### src/rtl/aes_pkg.sv
// Shared AES decryption helpers: block width, byte indexing, and the
// InvShiftRows / key-row / round-constant transforms used by the pipeline.
package aes_pkg;

   localparam int         AES_BLOCK_W   = 128;
   localparam logic [7:0] RCON_WRAP_IN  = 8'h1B;
   localparam logic [7:0] RCON_WRAP_OUT = 8'h80;

   // Byte n of a block sits at bits [8n+7:8n].
   function automatic int byte_lsb(input int n);
      return 8 * n;
   endfunction

   // Row r of the output takes column (c - r) mod 4 of the same input row.
   function automatic logic [AES_BLOCK_W-1:0] inv_shift_rows(input logic [AES_BLOCK_W-1:0] s);
      logic [AES_BLOCK_W-1:0] r;
      r = {AES_BLOCK_W{1'b0}};
      for (int row = 0; row < 4; row++) begin
         for (int col = 0; col < 4; col++) begin
            r[byte_lsb(4 * row + col) +: 8] = s[byte_lsb(4 * row + ((col + 4 - row) % 4)) +: 8];
         end
      end
      return r;
   endfunction

   function automatic logic [AES_BLOCK_W-1:0] key_rot_row3_right(input logic [AES_BLOCK_W-1:0] k);
      logic [AES_BLOCK_W-1:0] r;
      r = k;
      r[AES_BLOCK_W-1 -: 32] = {k[AES_BLOCK_W-9 -: 24], k[AES_BLOCK_W-1 -: 8]};
      return r;
   endfunction

   // Steps backwards through the rcon sequence; 8'h01 falls off to 8'h00.
   function automatic logic [7:0] rcon_prev(input logic [7:0] rc);
      logic [7:0] r;
      if (rc == RCON_WRAP_IN) begin
         r = RCON_WRAP_OUT;
      end else begin
         r = {1'b0, rc[7:1]};
      end
      return r;
   endfunction

endpackage

### src/rtl/aes_pipe_reg.sv
// One pipeline slot: payload register plus valid bit, loaded when enabled,
// with a configurable synchronous reset value.
module aes_pipe_reg #(
   parameter int           W       = 8,
   parameter logic [W-1:0] RST_VAL = {W{1'b0}}
) (
   input  logic         clock,
   input  logic         reset,
   input  logic         load,
   input  logic         next_valid,
   input  logic [W-1:0] next_data,
   output logic         valid,
   output logic [W-1:0] data
);

   // Slot state: cleared by reset, otherwise reloaded whenever the slot advances.
   always_ff @(posedge clock) begin
      if (reset) begin
         valid <= 1'b0;
         data  <= RST_VAL;
      end else if (load) begin
         valid <= next_valid;
         data  <= next_data;
      end
   end

endmodule

### src/rtl/inv_shift_row_stage.sv
// Decryption pipeline stage: InvShiftRows, key row-3 rotate, rcon step-back,
// carried through a two-slot valid/ready register pipeline.
module inv_shift_row_stage
   import aes_pkg::*;
#(
   parameter int DATA_W     = 128,
   parameter int PIPE_DEPTH = 2
) (
   input  logic              clock,
   input  logic              reset,
   input  logic              in_valid,
   output logic              in_ready,
   input  logic [DATA_W-1:0] state_in,
   input  logic [DATA_W-1:0] key_in,
   input  logic [7:0]        rcon_in,
   input  logic              empty_in,
   output logic              out_valid,
   input  logic              out_ready,
   output logic [DATA_W-1:0] state_out,
   output logic [DATA_W-1:0] key_out,
   output logic [7:0]        rcon_out,
   output logic              empty
);

   localparam int             PAY_W   = 2 * DATA_W + 8 + 1;
   // Idle slots read as an all-zero bubble with the empty marker set.
   localparam logic [PAY_W-1:0] PAY_RST = {{(PAY_W - 1){1'b0}}, 1'b1};

   logic [PAY_W-1:0]      s1_in_s;
   logic [PAY_W-1:0]      s1_data_r;
   logic [PAY_W-1:0]      s2_data_r;
   logic                  s1_v_r;
   logic                  s2_v_r;
   logic [PIPE_DEPTH-1:0] stage_v_s;
   logic                  adv1_s;
   logic                  adv2_s;

   assign s1_in_s = {inv_shift_rows(state_in), key_rot_row3_right(key_in),
                     rcon_prev(rcon_in), empty_in};

   assign stage_v_s = {s2_v_r, s1_v_r};
   assign adv2_s    = !stage_v_s[PIPE_DEPTH-1] || out_ready;
   assign adv1_s    = !stage_v_s[0] || adv2_s;
   assign in_ready  = adv1_s;

   aes_pipe_reg #(.W(PAY_W), .RST_VAL(PAY_RST)) u_stage1 (
      .clock      (clock),
      .reset      (reset),
      .load       (adv1_s),
      .next_valid (in_valid),
      .next_data  (s1_in_s),
      .valid      (s1_v_r),
      .data       (s1_data_r)
   );

   aes_pipe_reg #(.W(PAY_W), .RST_VAL(PAY_RST)) u_stage2 (
      .clock      (clock),
      .reset      (reset),
      .load       (adv2_s),
      .next_valid (s1_v_r),
      .next_data  (s1_data_r),
      .valid      (s2_v_r),
      .data       (s2_data_r)
   );

   assign out_valid = s2_v_r;
   assign {state_out, key_out, rcon_out, empty} = s2_data_r;

endmodule

### config.mk
export PLATFORM = sky130hd
export DESIGN_NAME = inv_shift_row_stage
export DESIGN_NICKNAME = d
export VERILOG_FILES = /design/src/rtl/aes_pkg.sv /design/src/rtl/aes_pipe_reg.sv /design/src/rtl/inv_shift_row_stage.sv
export SDC_FILE = /design/constraint.sdc
export NUM_CORES = 1
export LEC_CHECK = 0
export BUFFER_PORTS_ARGS = -buffer_cell sky130_fd_sc_hd__clkbuf_2
export CAP_MARGIN = 30
export CELL_PAD_IN_SITES_DETAIL_PLACEMENT = 0
export CELL_PAD_IN_SITES_GLOBAL_PLACEMENT = 1
export CORE_ASPECT_RATIO = 1.5
export CORE_MARGIN = 8
export CORE_UTILIZATION = 37
export CTS_CLUSTER_SIZE = 8
export DETAILED_ROUTE_END_ITERATION = 8
export GPL_ROUTABILITY_DRIVEN = 0
export PLACE_DENSITY = 0.89
export SLEW_MARGIN = 20
export SYNTH_ARGS = -nofsm -noshare
export SYNTH_HDL_FRONTEND = slang
export SYNTH_SLANG_ARGS = --single-unit
### constraint.sdc
create_clock -name clock -period 1.69 [get_ports clock]
set_input_delay 0.338 -clock clock [delete_from_list [all_inputs] [get_ports clock]]
set_output_delay 0.338 -clock clock [all_outputs]
set_load 0.05 [all_outputs]
==> results of run 1 <==
==> synth_stat cells <==
| cell | n | area (sq um) |
|---|---|---|
| sky130_fd_sc_hd__nand2_1 | 1052 | 3950 |
| sky130_fd_sc_hd__dfxtp_1 | 532 | 10700 |
| sky130_fd_sc_hd__a21oi_1 | 524 | 2620 |
| sky130_fd_sc_hd__buf_2 | 91 | 455 |
| sky130_fd_sc_hd__clkbuf_1 | 55 | 206 |
| sky130_fd_sc_hd__buf_6 | 28 | 315 |
| sky130_fd_sc_hd__nand3_1 | 8 | 40.0 |
| sky130_fd_sc_hd__nor2_1 | 4 | 15.0 |
| sky130_fd_sc_hd__buf_4 | 3 | 22.5 |
| sky130_fd_sc_hd__o21ai_0 | 3 | 15.0 |
| sky130_fd_sc_hd__nand2b_1 | 2 | 12.5 |
| sky130_fd_sc_hd__a31o_2 | 1 | 8.76 |
| sky130_fd_sc_hd__and3_1 | 1 | 6.26 |
| sky130_fd_sc_hd__and3b_1 | 1 | 8.76 |
| sky130_fd_sc_hd__clkinv_1 | 1 | 3.75 |
| sky130_fd_sc_hd__clkinv_2 | 1 | 5.00 |
| sky130_fd_sc_hd__nand4b_1 | 1 | 8.76 |
| sky130_fd_sc_hd__nor2b_1 | 1 | 6.26 |
| sky130_fd_sc_hd__nor4_1 | 1 | 6.26 |
==> state kept, by name, indices dropped and copies added, names as in the netlist <==
name,cells
u_stage2.valid,1
u_stage2.data,265
u_stage1.data,265
u_stage1.valid,1
==> layout make-up <==
type	instances	area share [%]
Antenna cell	4	0.0376
Clock buffer	79	7.34
Clock inverter	6	0.390
Inverter	2	0.0893
Multi-Input combinational cell	1599	25.2
Sequential cell	532	40.0
Tap cell	663	3.12
Timing Repair Buffer	852	23.7
Timing Repair inverter	1	0.0329
==> how the worst max path moves through the flow <==
stage | end | slack (ns) | cells past startpoint
6_report | in_ready | -0.02 | 3
5_1_grt | in_ready | -0.06 | 3
4_1_cts | in_ready | -0.06 | 3
3_5_place_dp | u_stage1.data[195] | 0.11 | 6
3_3_place_gp | u_stage1.data[148] | 0.16 | 6
2_1_floorplan | in_ready | 0.04 | 4
==> cell families (layout without fill, tap and decap cells) <==
family,after synthesis,after routing,synth area share [%]
and+or+nand+nor,1071,1071,22.1
AOI/OAI and AO/OA,528,528,14.4
DFF,532,532,58.0
buffers and inverters,179,940,5.49
other,0,4,0
==> tightest hold or removal path, cell delays in order <==
cell and delay, ns:
sky130_fd_sc_hd__clkbuf_2 0.08, sky130_fd_sc_hd__nand2_1 0.07, sky130_fd_sc_hd__a21oi_1 0.07
==> routing by layer <==
layer	vias up	wire, um	track usage (%)
met5	-	0	0
li1	8879	-	-
met2	813	31500	35.7
met3	188	4650	4.63
met4	0	3370	12.2
met1	8429	23800	23.6
==> stage by stage <==
| stage | total power, mW | hold slack (ns) | cell area [sq um] |
|---|---|---|---|
| finish | 30.5 | 0.0315 | 26600 |
| global route | 31.6 | 0.00841 | 26600 |
| CTS | 30.8 | 0.000447 | 26500 |
| detailed placement | 16.9 | 0.442 | 22100 |
| global placement | 16.8 | 0.437 | 22100 |
| floorplan | 15.7 | 0.432 | 18400 |
==> power by group through the flow <==
stage / clock network, mW / logic [mW] / registers, mW
6_report: 13.4 / 3.51 / 13.6
5_1_grt: 14.2 / 3.76 / 13.6
4_1_cts: 13.7 / 3.50 / 13.6
3_5_place_dp: 0 / 3.05 / 13.8
3_3_place_gp: 0 / 3.01 / 13.8
2_1_floorplan: 0 / 0.944 / 14.7
==> what timing repair did <==
action | CTS | global route
gates cloned | 1 | 4
hold buffers | 230 | 1
setup endpoints to repair | 2 | 130
resized for setup | 6 | 4
buffers inserted | 4 | 1
endpoints found under the hold margin | 230 | 1
pin swaps | 1 | 0
==> Implementation_results.wiki, run 1 <==
{| class="wikitable"
! Metric !! Value
|-
| Transition time at the pin with the least slew margin || 0.448 ns
|-
| Power Internal || 22.7 mW
|-
| Max_slew headroom || 70.1%
|-
| Top-level port count || 536
|-
| Post-synthesis instance area || 0.0184 sq mm
|-
| Total routed wirelength || 63.4 mm
|-
| Number of H-tree levels || 3
|-
| Final WS setup || -0.0165 ns
|-
| Maximum clock frequency || 586 MHz
|-
| End of the worst register-to-register path || u_stage1.data[229]
|-
| Std-Cell Rows || 100
|-
| Leading cell types in the layout, fill and taps excluded || sky130_fd_sc_hd__nand2_1 (1052), sky130_fd_sc_hd__clkbuf_2 (532), sky130_fd_sc_hd__dfxtp_1 (530)
|-
| Clock buffer count from CTS || 76
|-
| Area inside the core boundary || 0.0493 sq mm
|-
| Register-to-Register Path Depth || 6
|-
| Initial antenna violation count || 2
|-
| Overflow left after global routing || 0
|-
| Setup repair after global routing missed its margin || yes
|-
| Detailed Routing Iterations Pass 1 || 7
|-
| Syn_area_per_cell || 7.95 sq um
|-
| Wire length of the first global-routing pass || 97.2 mm
|-
| Clock power share || 44.0%
|-
| Crit path max-delay cell type || sky130_fd_sc_hd__dfxtp_4
|-
| Root buffer cell || sky130_fd_sc_hd__clkbuf_16
|-
| Fraction of the yosys area taken by sequential cells || 58.0%
|-
| Post-synthesis cell type count || 19
|-
| Die Y || 289 um
|-
| Syn nets || 2579
|-
| Multi-input gate area in the final layout || 0.00672 sq mm
|-
| Cell count after placement || 3409
|-
| Net count of the finished layout || 3333
|-
| Clock-pin transition on the worst setup and hold timing paths || 0.05 ns
|-
| Final total negative setup slack || -0.0165 ns
|-
| Startpoint Class || flop
|-
| Reg-to-reg slack, setup || 0.04 ns
|-
| Number of clock sinks || 532
|-
| Number of filler instances in the final layout || 4431
|-
| Clock tree from TritonCTS || built
|-
| Synth warnings || 0
|-
| Final period util || 101%
|-
| Source-to-sink clock delay at the later pin of the worst-skew pair || 0.57 ns
|-
| Skew final || 0.0178 ns
|-
| Leak pwr || 11.9 nW
|-
| Status || complete, but fails checks
|-
| Buffers & Inverters on Critical Path || 2
|-
| DRT iter0 DRCs || 966
|-
| Post-DR vias/cell || 4.90
|-
| Count of cells along the worst hold path || 3
|-
| Input/output buffers || 535
|-
| Final slew viol count || 0
|-
| Remaining number of nets flagged by the antenna check after routing || 0
|-
| Number of remaining DRC errors || 0
|-
| Most common library cell in the layout ignoring fill and taps || sky130_fd_sc_hd__nand2_1
|-
| Starting density of the core || 37.2%
|-
| GRT Util Overall || 20.9%
|-
| HPWL after detailed placement || 42.6 mm
|-
| Largest net degree at the start of global routing || 99
|-
| Maximum buffer depth of the clock tree || 3
|-
| Layout overhead on the synthesized area || 45.0%
|-
| End point of the worst hold path || u_stage1.data[37]
|-
| Crit-path cells || and3b_4, inv_16, buf_12
|-
| Number of register bits inferred by synthesis || 532
|-
| Classification of the worst setup path || reg -> out
|-
| Max IR drop VDD || 0.805 mV
|-
| Via count of the first global-routing pass || 18400
|-
| Hold crit path type || in -> reg
|-
| Critical Path Sink Type || primary output
|-
| Start point of the worst hold path || key_in[28]
|-
| Fraction of final layout cells with drive strength greater than 1 || 23.2%
|-
| Power density over the cells || 1150 mW/mm^2
|-
| Number of hold violations in the final report || 0
|-
| Switching power summed over all nets || 7.88 mW
|-
| Post-layout min period || 1.71 ns
|-
| Sequential fraction of design power || 44.5%
|-
| CP max stage delay || 0.34 ns
|-
| Combinational group share of total power || 11.5%
|-
| DR vias || 18300
|-
| Count of endpoints failing setup in the final report || 1
|-
| Setup crit start || u_stage2.valid
|-
| Worst Path Max Fanout || 2
|-
| Final cell count without fillers || 3738
|-
| Routed wire per std cell || 17.0 um
|-
| CP delay by family, top || flip-flops
|-
| X dimension of the die || 198 um
|-
| Final core utilization || 54.0%
|-
| Worst endpoint required time || 1.35 ns
|-
| Arr. time, crit path || 1.37 ns
|-
| Number of standard cells after synthesis || 2310
|-
| Number of max-cap violations || 0
|-
| Pre-CTS setup slack || 0.107 ns
|-
| Die Area || 0.0571 sq mm
|-
| Flip-flop and latch area || 0.0107 sq mm
|-
| Violations in the final reports || negative setup slack
|-
| Startpoint of the lowest-slack register-to-register path || u_stage2.valid
|-
| Fraction of power spent switching nets || 25.8%
|}
Note: power is estimated with default switching activity, not from simulation.
==> run 2: changes to the inputs <==
--- a/config.mk
+++ b/config.mk
@@ -16,6 +16,7 @@
 export DETAILED_ROUTE_END_ITERATION = 8
 export GPL_ROUTABILITY_DRIVEN = 0
 export PLACE_DENSITY = 0.89
+export SETUP_SLACK_MARGIN = 0.5
 export SLEW_MARGIN = 20
 export SYNTH_ARGS = -nofsm -noshare
 export SYNTH_HDL_FRONTEND = slang
==> Implementation_results.wiki, run 2 (synthesis gave the netlist of run 1 again) <==
{| class="wikitable"
! Metric !! Value
|-
| Number of remaining DRC errors || 0 (unchanged)
|-
| Clock buffer count from CTS || 76 (unchanged)
|-
| Cell count after placement || 3397 (-0.35%)
|-
| Area inside the core boundary || 0.0493 sq mm (unchanged)
|-
| Number of clock sinks || 532 (unchanged)
|-
| Register-to-Register Path Depth || 8 (+2)
|-
| End of the worst register-to-register path || u_stage1.data[170]
|-
| Post-layout min period || 1.88 ns (+0.169 ns)
|-
| Routed wire per std cell || 22.7 um (+34%)
|-
| Number of hold violations in the final report || 0 (unchanged)
|-
| Starting density of the core || 37.2% (unchanged)
|-
| Final period util || 111% (+10 points)
|-
| Final cell count without fillers || 3793 (+1.5%)
|-
| End point of the worst hold path || u_stage1.data[4]
|-
| Wire length of the first global-routing pass || 114 mm (+17%)
|-
| Status || complete, but fails checks
|-
| Die Y || 289 um (unchanged)
|-
| Maximum clock frequency || 533 MHz (-9.0%)
|-
| Clock-pin transition on the worst setup and hold timing paths || 0.05 ns (about the same)
|-
| X dimension of the die || 198 um (unchanged)
|-
| Worst Path Max Fanout || 7 (+5)
|-
| Fraction of final layout cells with drive strength greater than 1 || 37.7% (+14 points)
|-
| Maximum buffer depth of the clock tree || 3 (unchanged)
|-
| GRT Util Overall || 25.1% (+4.2 points)
|-
| Clock tree from TritonCTS || built
|-
| Worst endpoint required time || 2.14 ns (+0.79 ns)
|-
| Setup repair after global routing missed its margin || yes
|-
| Net count of the finished layout || 3383 (+1.5%)
|-
| DRT iter0 DRCs || 1497 (+55%)
|-
| Source-to-sink clock delay at the later pin of the worst-skew pair || 0.58 ns (about the same)
|-
| Count of endpoints failing setup in the final report || 10 (+9)
|-
| Detailed Routing Iterations Pass 1 || 6 (-1)
|-
| Total routed wirelength || 85.9 mm (+36%)
|-
| Leak pwr || 14.0 nW (+18%)
|-
| Initial antenna violation count || 10 (+8)
|-
| Post-DR vias/cell || 5.41 (+11%)
|-
| Input/output buffers || 535 (unchanged)
|-
| Startpoint of the lowest-slack register-to-register path || u_stage1.valid
|-
| Final slew viol count || 0 (unchanged)
|-
| Std-Cell Rows || 100 (unchanged)
|-
| Largest net degree at the start of global routing || 108 (+9.1%)
|-
| Via count of the first global-routing pass || 20600 (+12%)
|-
| Final WS setup || -0.185 ns (-0.169 ns)
|-
| Count of cells along the worst hold path || 3 (unchanged)
|-
| Top-level port count || 536 (unchanged)
|-
| Leading cell types in the layout, fill and taps excluded || sky130_fd_sc_hd__nand2_1 (1038), sky130_fd_sc_hd__a21oi_1 (386), sky130_fd_sc_hd__clkbuf_16 (333)
|-
| Max_slew headroom || 60.3% (-9.9 points)
|-
| Most common library cell in the layout ignoring fill and taps || sky130_fd_sc_hd__nand2_1
|-
| Hold crit path type || in -> reg
|-
| Setup crit start || u_stage1.valid
|-
| Overflow left after global routing || 0 (unchanged)
|-
| Registers with the highest flip-flop counts || u_stage1.data (265), u_stage2.data (265)
|-
| Number of filler instances in the final layout || 3177 (-28%)
|-
| Skew final || 0.0217 ns (+0.00388 ns)
|-
| Multi-input gate area in the final layout || 0.00734 sq mm (+9.2%)
|-
| Number of H-tree levels || 3 (unchanged)
|-
| Critical Path Sink Type || flop
|-
| Classification of the worst setup path || reg -> reg
|-
| Remaining number of nets flagged by the antenna check after routing || 0 (unchanged)
|-
| Layout overhead on the synthesized area || 80.6%
|-
| Number of max-cap violations || 0 (unchanged)
|-
| Standard cell area after detailed placement || 0.0219 sq mm (-0.82%)
|-
| Arr. time, crit path || 2.33 ns (+0.96 ns)
|-
| Flip-flop and latch area || 0.0110 sq mm (+3.4%)
|-
| HPWL after detailed placement || 43.4 mm (+2.1%)
|-
| Max IR drop VDD || 0.792 mV (-1.6%)
|-
| Start point of the worst hold path || rcon_in[4]
|-
| DR vias || 20500 (+12%)
|-
| Startpoint Class || flop
|-
| Root buffer cell || sky130_fd_sc_hd__clkbuf_16
|-
| Violations in the final reports || negative setup slack
|-
| Transition time at the pin with the least slew margin || 0.596 ns (+0.148 ns)
|-
| Final std cell area, no fill || 0.0332 sq mm (+25%)
|-
| Die Area || 0.0571 sq mm (unchanged)
|-
| Reg-to-reg slack, setup || -0.19 ns (-0.23 ns)
|-
| Power density over the cells || 974 mW/mm^2 (-15%)
|}
-- run 2: worst max-delay path: stages (launching register included) --
cell and delay [ns]:
sky130_fd_sc_hd__dfxtp_2 0.33, sky130_fd_sc_hd__and3b_4 0.27, sky130_fd_sc_hd__buf_4 0.13, sky130_fd_sc_hd__buf_6 0.11, sky130_fd_sc_hd__buf_12 0.16, sky130_fd_sc_hd__clkbuf_16 0.18
sky130_fd_sc_hd__clkbuf_16 0.15, sky130_fd_sc_hd__nand2_1 0.06, sky130_fd_sc_hd__a21oi_2 0.35
-- run 2: how the worst max path moves through the flow --
stage / to / slack [ns] / depth (start not counted)
after floorplan: u_stage1.data[171] / 0.38 / 7
after global placement: u_stage1.data[152] / 0.05 / 6
after detailed placement: u_stage1.data[222] / 0.02 / 6
after CTS: in_ready / -0.04 / 3
after global routing: u_stage1.data[174] / -0.54 / 8
final: u_stage1.data[170] / -0.19 / 8
-- run 2: layer usage --
metal / vias up / track usage, % / part of all wire, %
li1: 9020 / - / -
met1: 9701 / 25.6 / 33
met2: 1332 / 43.8 / 50
met3: 478 / 6.31 / 8.1
met4: 6 / 18.8 / 8.6
met5: - / 0 / 0.047
-- run 2: through the flow --
step / total power, mW / hold slack [ns] / worst slack [ns] / utilization (%) / setup TNS [ns]
after floorplan: 15.7 / 0.432 / 0.383 / - / 0
after global placement: 16.8 / 0.437 / 0.0456 / 44.4 / 0
after detailed placement: 16.8 / 0.442 / 0.0226 / 44.4 / 0
after CTS: 31.8 / 0.000208 / -0.0376 / 63.3 / -0.0379
after global routing: 33.2 / -0.000687 / -0.541 / 67.3 / -2.04
final: 32.3 / 0.00615 / -0.185 / 67.3 / -0.427
-- run 2: where the power goes --
part	leakage, nW	switching, mW	internal (mW)
Sequential	4.50	0.554	13.3
Combinational	8.54	2.52	2.26
Clock	1.00	5.48	8.21
-- run 2: what timing repair did --
action | in CTS | in global routing
cloned | 1 | 36
resized for setup | 949 | 278
setup endpoints to repair | 786 | 799
buffers inserted | 27 | 26
hold buffers | 210 | 2
pin swaps | 0 | 85
endpoints found under the hold margin | 210 | 2
-- run 2: cell type report --
type,instances,share of cell area [%]
multi-input combinational,1599,22.1
tap,663,2.50
timing repair inverter,1,0.0264
inverter,2,0.0604
clock buffer,81,5.98
sequential,532,33.2
antenna,9,0.0679
timing repair buffer,902,35.9
clock inverter,4,0.162
==> run 3: changes to the inputs <==
--- a/config.mk
+++ b/config.mk
@@ -5,6 +5,7 @@
 export SDC_FILE = /design/constraint.sdc
 export NUM_CORES = 1
 export LEC_CHECK = 0
+export ABC_AREA = 1
 export BUFFER_PORTS_ARGS = -buffer_cell sky130_fd_sc_hd__clkbuf_2
 export CAP_MARGIN = 30
 export CELL_PAD_IN_SITES_DETAIL_PLACEMENT = 0
@@ -12,10 +13,10 @@
 export CORE_ASPECT_RATIO = 1.5
 export CORE_MARGIN = 8
 export CORE_UTILIZATION = 37
-export CTS_CLUSTER_SIZE = 8
+export CTS_CLUSTER_SIZE = 40
 export DETAILED_ROUTE_END_ITERATION = 8
 export GPL_ROUTABILITY_DRIVEN = 0
-export PLACE_DENSITY = 0.89
+export PLACE_DENSITY = 0.9
 export SETUP_SLACK_MARGIN = 0.5
 export SLEW_MARGIN = 20
 export SYNTH_ARGS = -nofsm -noshare
==> Implementation_results.wiki, run 3 <==
{| class="wikitable"
! Metric !! Value
|-
| Combinational group share of total power || 15.4% (+0.6 points)
|-
| Setup crit start || u_stage2.valid
|-
| Number of hold violations in the final report || 0 (unchanged)
|-
| Clock-pin transition on the worst setup and hold timing paths || 0.07 ns (+0.02 ns)
|-
| Syn nets || 2581 (+0.078%)
|-
| Via count of the first global-routing pass || 18600 (-9.9%)
|-
| Starting density of the core || 37.5% (+0.22 points)
|-
| Hold crit path type || in -> reg
|-
| Biggest area consumer among synthesized cells || sky130_fd_sc_hd__dfxtp_1
|-
| Total routed wirelength || 73.8 mm (-14%)
|-
| Post-synthesis instance area || 0.0182 sq mm (-0.93%)
|-
| Layout overhead on the synthesized area || 61.7%
|-
| Classification of the worst setup path || reg -> out
|-
| Post-layout min period || 1.71 ns (-0.167 ns)
|-
| Post-DR vias/cell || 5.11 (-5.7%)
|-
| Most used flip-flop cell after synthesis || sky130_fd_sc_hd__dfxtp_1
|-
| Root buffer cell || sky130_fd_sc_hd__clkbuf_16
|-
| CP max stage delay || 0.35 ns (about the same)
|-
| Routed wire per std cell || 19.9 um (-12%)
|-
| Share of synthesized flip-flops with an asynchronous set or reset || 0% (unchanged)
|-
| Power Internal || 21.5 mW (-9.6%)
|-
| Leading cell types in the layout, fill and taps excluded || sky130_fd_sc_hd__nor2_1 (532), sky130_fd_sc_hd__nand2_1 (488), sky130_fd_sc_hd__clkbuf_2 (434)
|-
| Count of endpoints failing setup in the final report || 5 (-5)
|-
| Fraction of the yosys area taken by sequential cells || 58.6% (+0.55 points)
|-
| Sequential fraction of design power || 46.6% (+3.8 points)
|-
| Clock buffer count from CTS || 48 (-37%)
|-
| Number of clock sinks || 532 (unchanged)
|-
| Overflow left after global routing || 0 (unchanged)
|-
| Worst endpoint required time || 1.35 ns (-0.79 ns)
|-
| Transition time at the pin with the least slew margin || 0.928 ns (+0.332 ns)
|-
| Number of remaining DRC errors || 0 (unchanged)
|-
| Most common library cell in the layout ignoring fill and taps || sky130_fd_sc_hd__nor2_1
|-
| Worst hold slack || 0.0273 ns (+0.0212 ns)
|-
| Largest net degree at the start of global routing || 136 (+26%)
|-
| Startpoint Class || flop
|-
| X dimension of the die || 197 um (-0.43%)
|-
| Start point of the worst hold path || state_in[39]
|-
| Clock power share || 38.0% (-4.4 points)
|-
| Remaining number of nets flagged by the antenna check after routing || 0 (unchanged)
|-
| Switching power summed over all nets || 8.13 mW (-5.0%)
|-
| Final WS setup || -0.0180 ns (+0.167 ns)
|-
| Synth warnings || 0 (unchanged)
|-
| Std-Cell Rows || 99 (-1.0%)
|-
| Number of H-tree levels || 2 (-1)
|-
| Detailed Routing Iterations Pass 1 || 7 (+1)
|-
| Arr. time, crit path || 1.37 ns (-0.96 ns)
|-
| Crit path max-delay cell type || sky130_fd_sc_hd__dfxtp_4
|-
| Fraction of power spent switching nets || 27.5% (+0.98 points)
|-
| Source-to-sink clock delay at the later pin of the worst-skew pair || 0.56 ns (-0.02 ns)
|-
| Final core utilization || 60.6% (-6.7 points)
|-
| Syn_area_per_cell || 7.87 sq um (-1.0%)
|-
| Cell count after placement || 3376 (-0.62%)
|-
| GRT Util Overall || 23.3% (-1.8 points)
|-
| Clock tree from TritonCTS || built
|-
| Net count of the finished layout || 3270 (-3.3%)
|-
| Setup repair after global routing missed its margin || yes
|-
| Area inside the core boundary || 0.0486 sq mm (-1.5%)
|-
| HPWL after detailed placement || 41.0 mm (-5.6%)
|-
| DR vias || 18900 (-7.9%)
|-
| Violations in the final reports || negative setup slack
|-
| Number of standard cells after synthesis || 2312 (+0.087%)
|-
| Startpoint of the lowest-slack register-to-register path || u_stage2.valid
|-
| Max IR drop VDD || 0.772 mV (-2.6%)
|-
| Area share of the leading cell type in the synthesized netlist || 58.6% (+0.55 points)
|-
| Initial antenna violation count || 5 (-5)
|-
| Wire length of the first global-routing pass || 105 mm (-7.6%)
|-
| Final total negative setup slack || -0.0488 ns (+0.378 ns)
|-
| Worst Path Max Fanout || 3 (-4)
|-
| Input/output buffers || 535 (unchanged)
|-
| Maximum buffer depth of the clock tree || 3 (unchanged)
|-
| Max_slew headroom || 38.1% (-22 points)
|-
| Post-synthesis cell type count || 16 (-3)
|-
| Number of max-cap violations || 0 (unchanged)
|-
| Skew final || 0.0184 ns (-0.00328 ns)
|-
| Leak pwr || 13.8 nW (-1.7%)
|-
| Status || complete, but fails checks
|-
| Critical Path Sink Type || primary output
|-
| Crit-path cells || inv_2, nor2_4, nand2_8, clkbuf_16
|-
| DRT iter0 DRCs || 1115 (-26%)
|-
| Die Area || 0.0566 sq mm (-0.87%)
|-
| Die Y || 288 um (-0.44%)
|-
| Final slew viol count || 0 (unchanged)
|-
| Registers with the highest flip-flop counts || u_stage1.data (265), u_stage2.data (265)
|-
| Power density over the cells || 1010 mW/mm^2 (+3.4%)
|-
| Maximum clock frequency || 585 MHz (+9.8%)
|-
| Number of register bits inferred by synthesis || 532 (unchanged)
|-
| Number of flops mapped to enable cells by yosys || 0 (unchanged)
|-
| Commonest cells post-synth || sky130_fd_sc_hd__dfxtp_1 (532), sky130_fd_sc_hd__nor2_1 (532), sky130_fd_sc_hd__nand2_1 (524)
|-
| Final period util || 101% (-9.9 points)
|-
| Top-level port count || 536 (unchanged)
|-
| Final cell count without fillers || 3703 (-2.4%)
|-
| Fraction of final layout cells with drive strength greater than 1 || 33.1% (-4.7 points)
|-
| Synth top area cells || sky130_fd_sc_hd__dfxtp_1 (59%), sky130_fd_sc_hd__nor2_1 (11%), sky130_fd_sc_hd__nand2_1 (11%)
|-
| Total power of the final layout || 29.6 mW (-8.3%)
|}
==> run 3: critical path: cells and delay by family (launching register included) <==
family | cells | cell delay (ns)
buffers and inverters | 2 | 0.22
DFF | 1 | 0.35
and+or+nand+nor | 2 | 0.23
==> run 3: final cells by class <==
type | instances | area [sq um]
Fill cell | 3870 | 19200
Sequential cell | 532 | 10800
Timing Repair Buffer | 806 | 8610
Multi-Input combinational cell | 1597 | 7230
Clock buffer | 64 | 1370
Tap cell | 656 | 821
Clock inverter | 26 | 249
Timing Repair inverter | 8 | 208
Inverter | 8 | 77.6
Antenna cell | 6 | 15.0
==> run 3: cells by family after synthesis <==
kind of cell	synth area share [%]
AOI/OAI and AO/OA	14.8
buffers and inverters	4.70
DFF	58.6
and+or+nand+nor	21.9
==> run 3: metrics by stage <==
step	worst slack [ns]	instance area [sq um]
2_1_floorplan	0.340	18300
3_3_place_gp	0.0621	21600
3_5_place_dp	0.0340	21600
4_1_cts	-0.0310	28200
5_1_grt	-0.100	29400
6_report	-0.0180	29400
==> run 3: path summary, 6_finish.rpt <==
check        depth (start not counted)  slack, ns                  to
max                                  4      -0.02            in_ready
min reg2reg                          2       0.45  u_stage1.data[230]
max reg2reg                         11      -0.02  u_stage1.data[192]
min                                  3       0.03  u_stage1.data[184]
==> run 3: power by group through the flow <==
stage	logic, mW	clock network, mW	registers, mW
after floorplan	0.989	0	15.1
after global placement	3.35	0	13.9
after detailed placement	3.39	0	14.0
after CTS	4.33	11.4	13.8
after global routing	4.79	11.9	13.9
final	4.55	11.3	13.8
==> run 3: layer usage <==
| layer | GRT usage, % | wire length [um] | part of all wire, % |
|---|---|---|---|
| met1 | 26.2 | 27200 | 37 |
| met2 | 40.6 | 36600 | 50 |
| met3 | 4.43 | 5330 | 7.2 |
| met4 | 13.5 | 4630 | 6.3 |
| met5 | 0 | 0 | 0 |
==> run 3: what timing repair did <==
action                                  in CTS  in global routing
hold endpoints to repair                   144                  1
resized for setup                          530                166
pin swaps                                   53                 37
setup buffers                               27                  7
hold buffers                               144                  1
cloned                                      27                 25
endpoints found under the setup margin     799                799
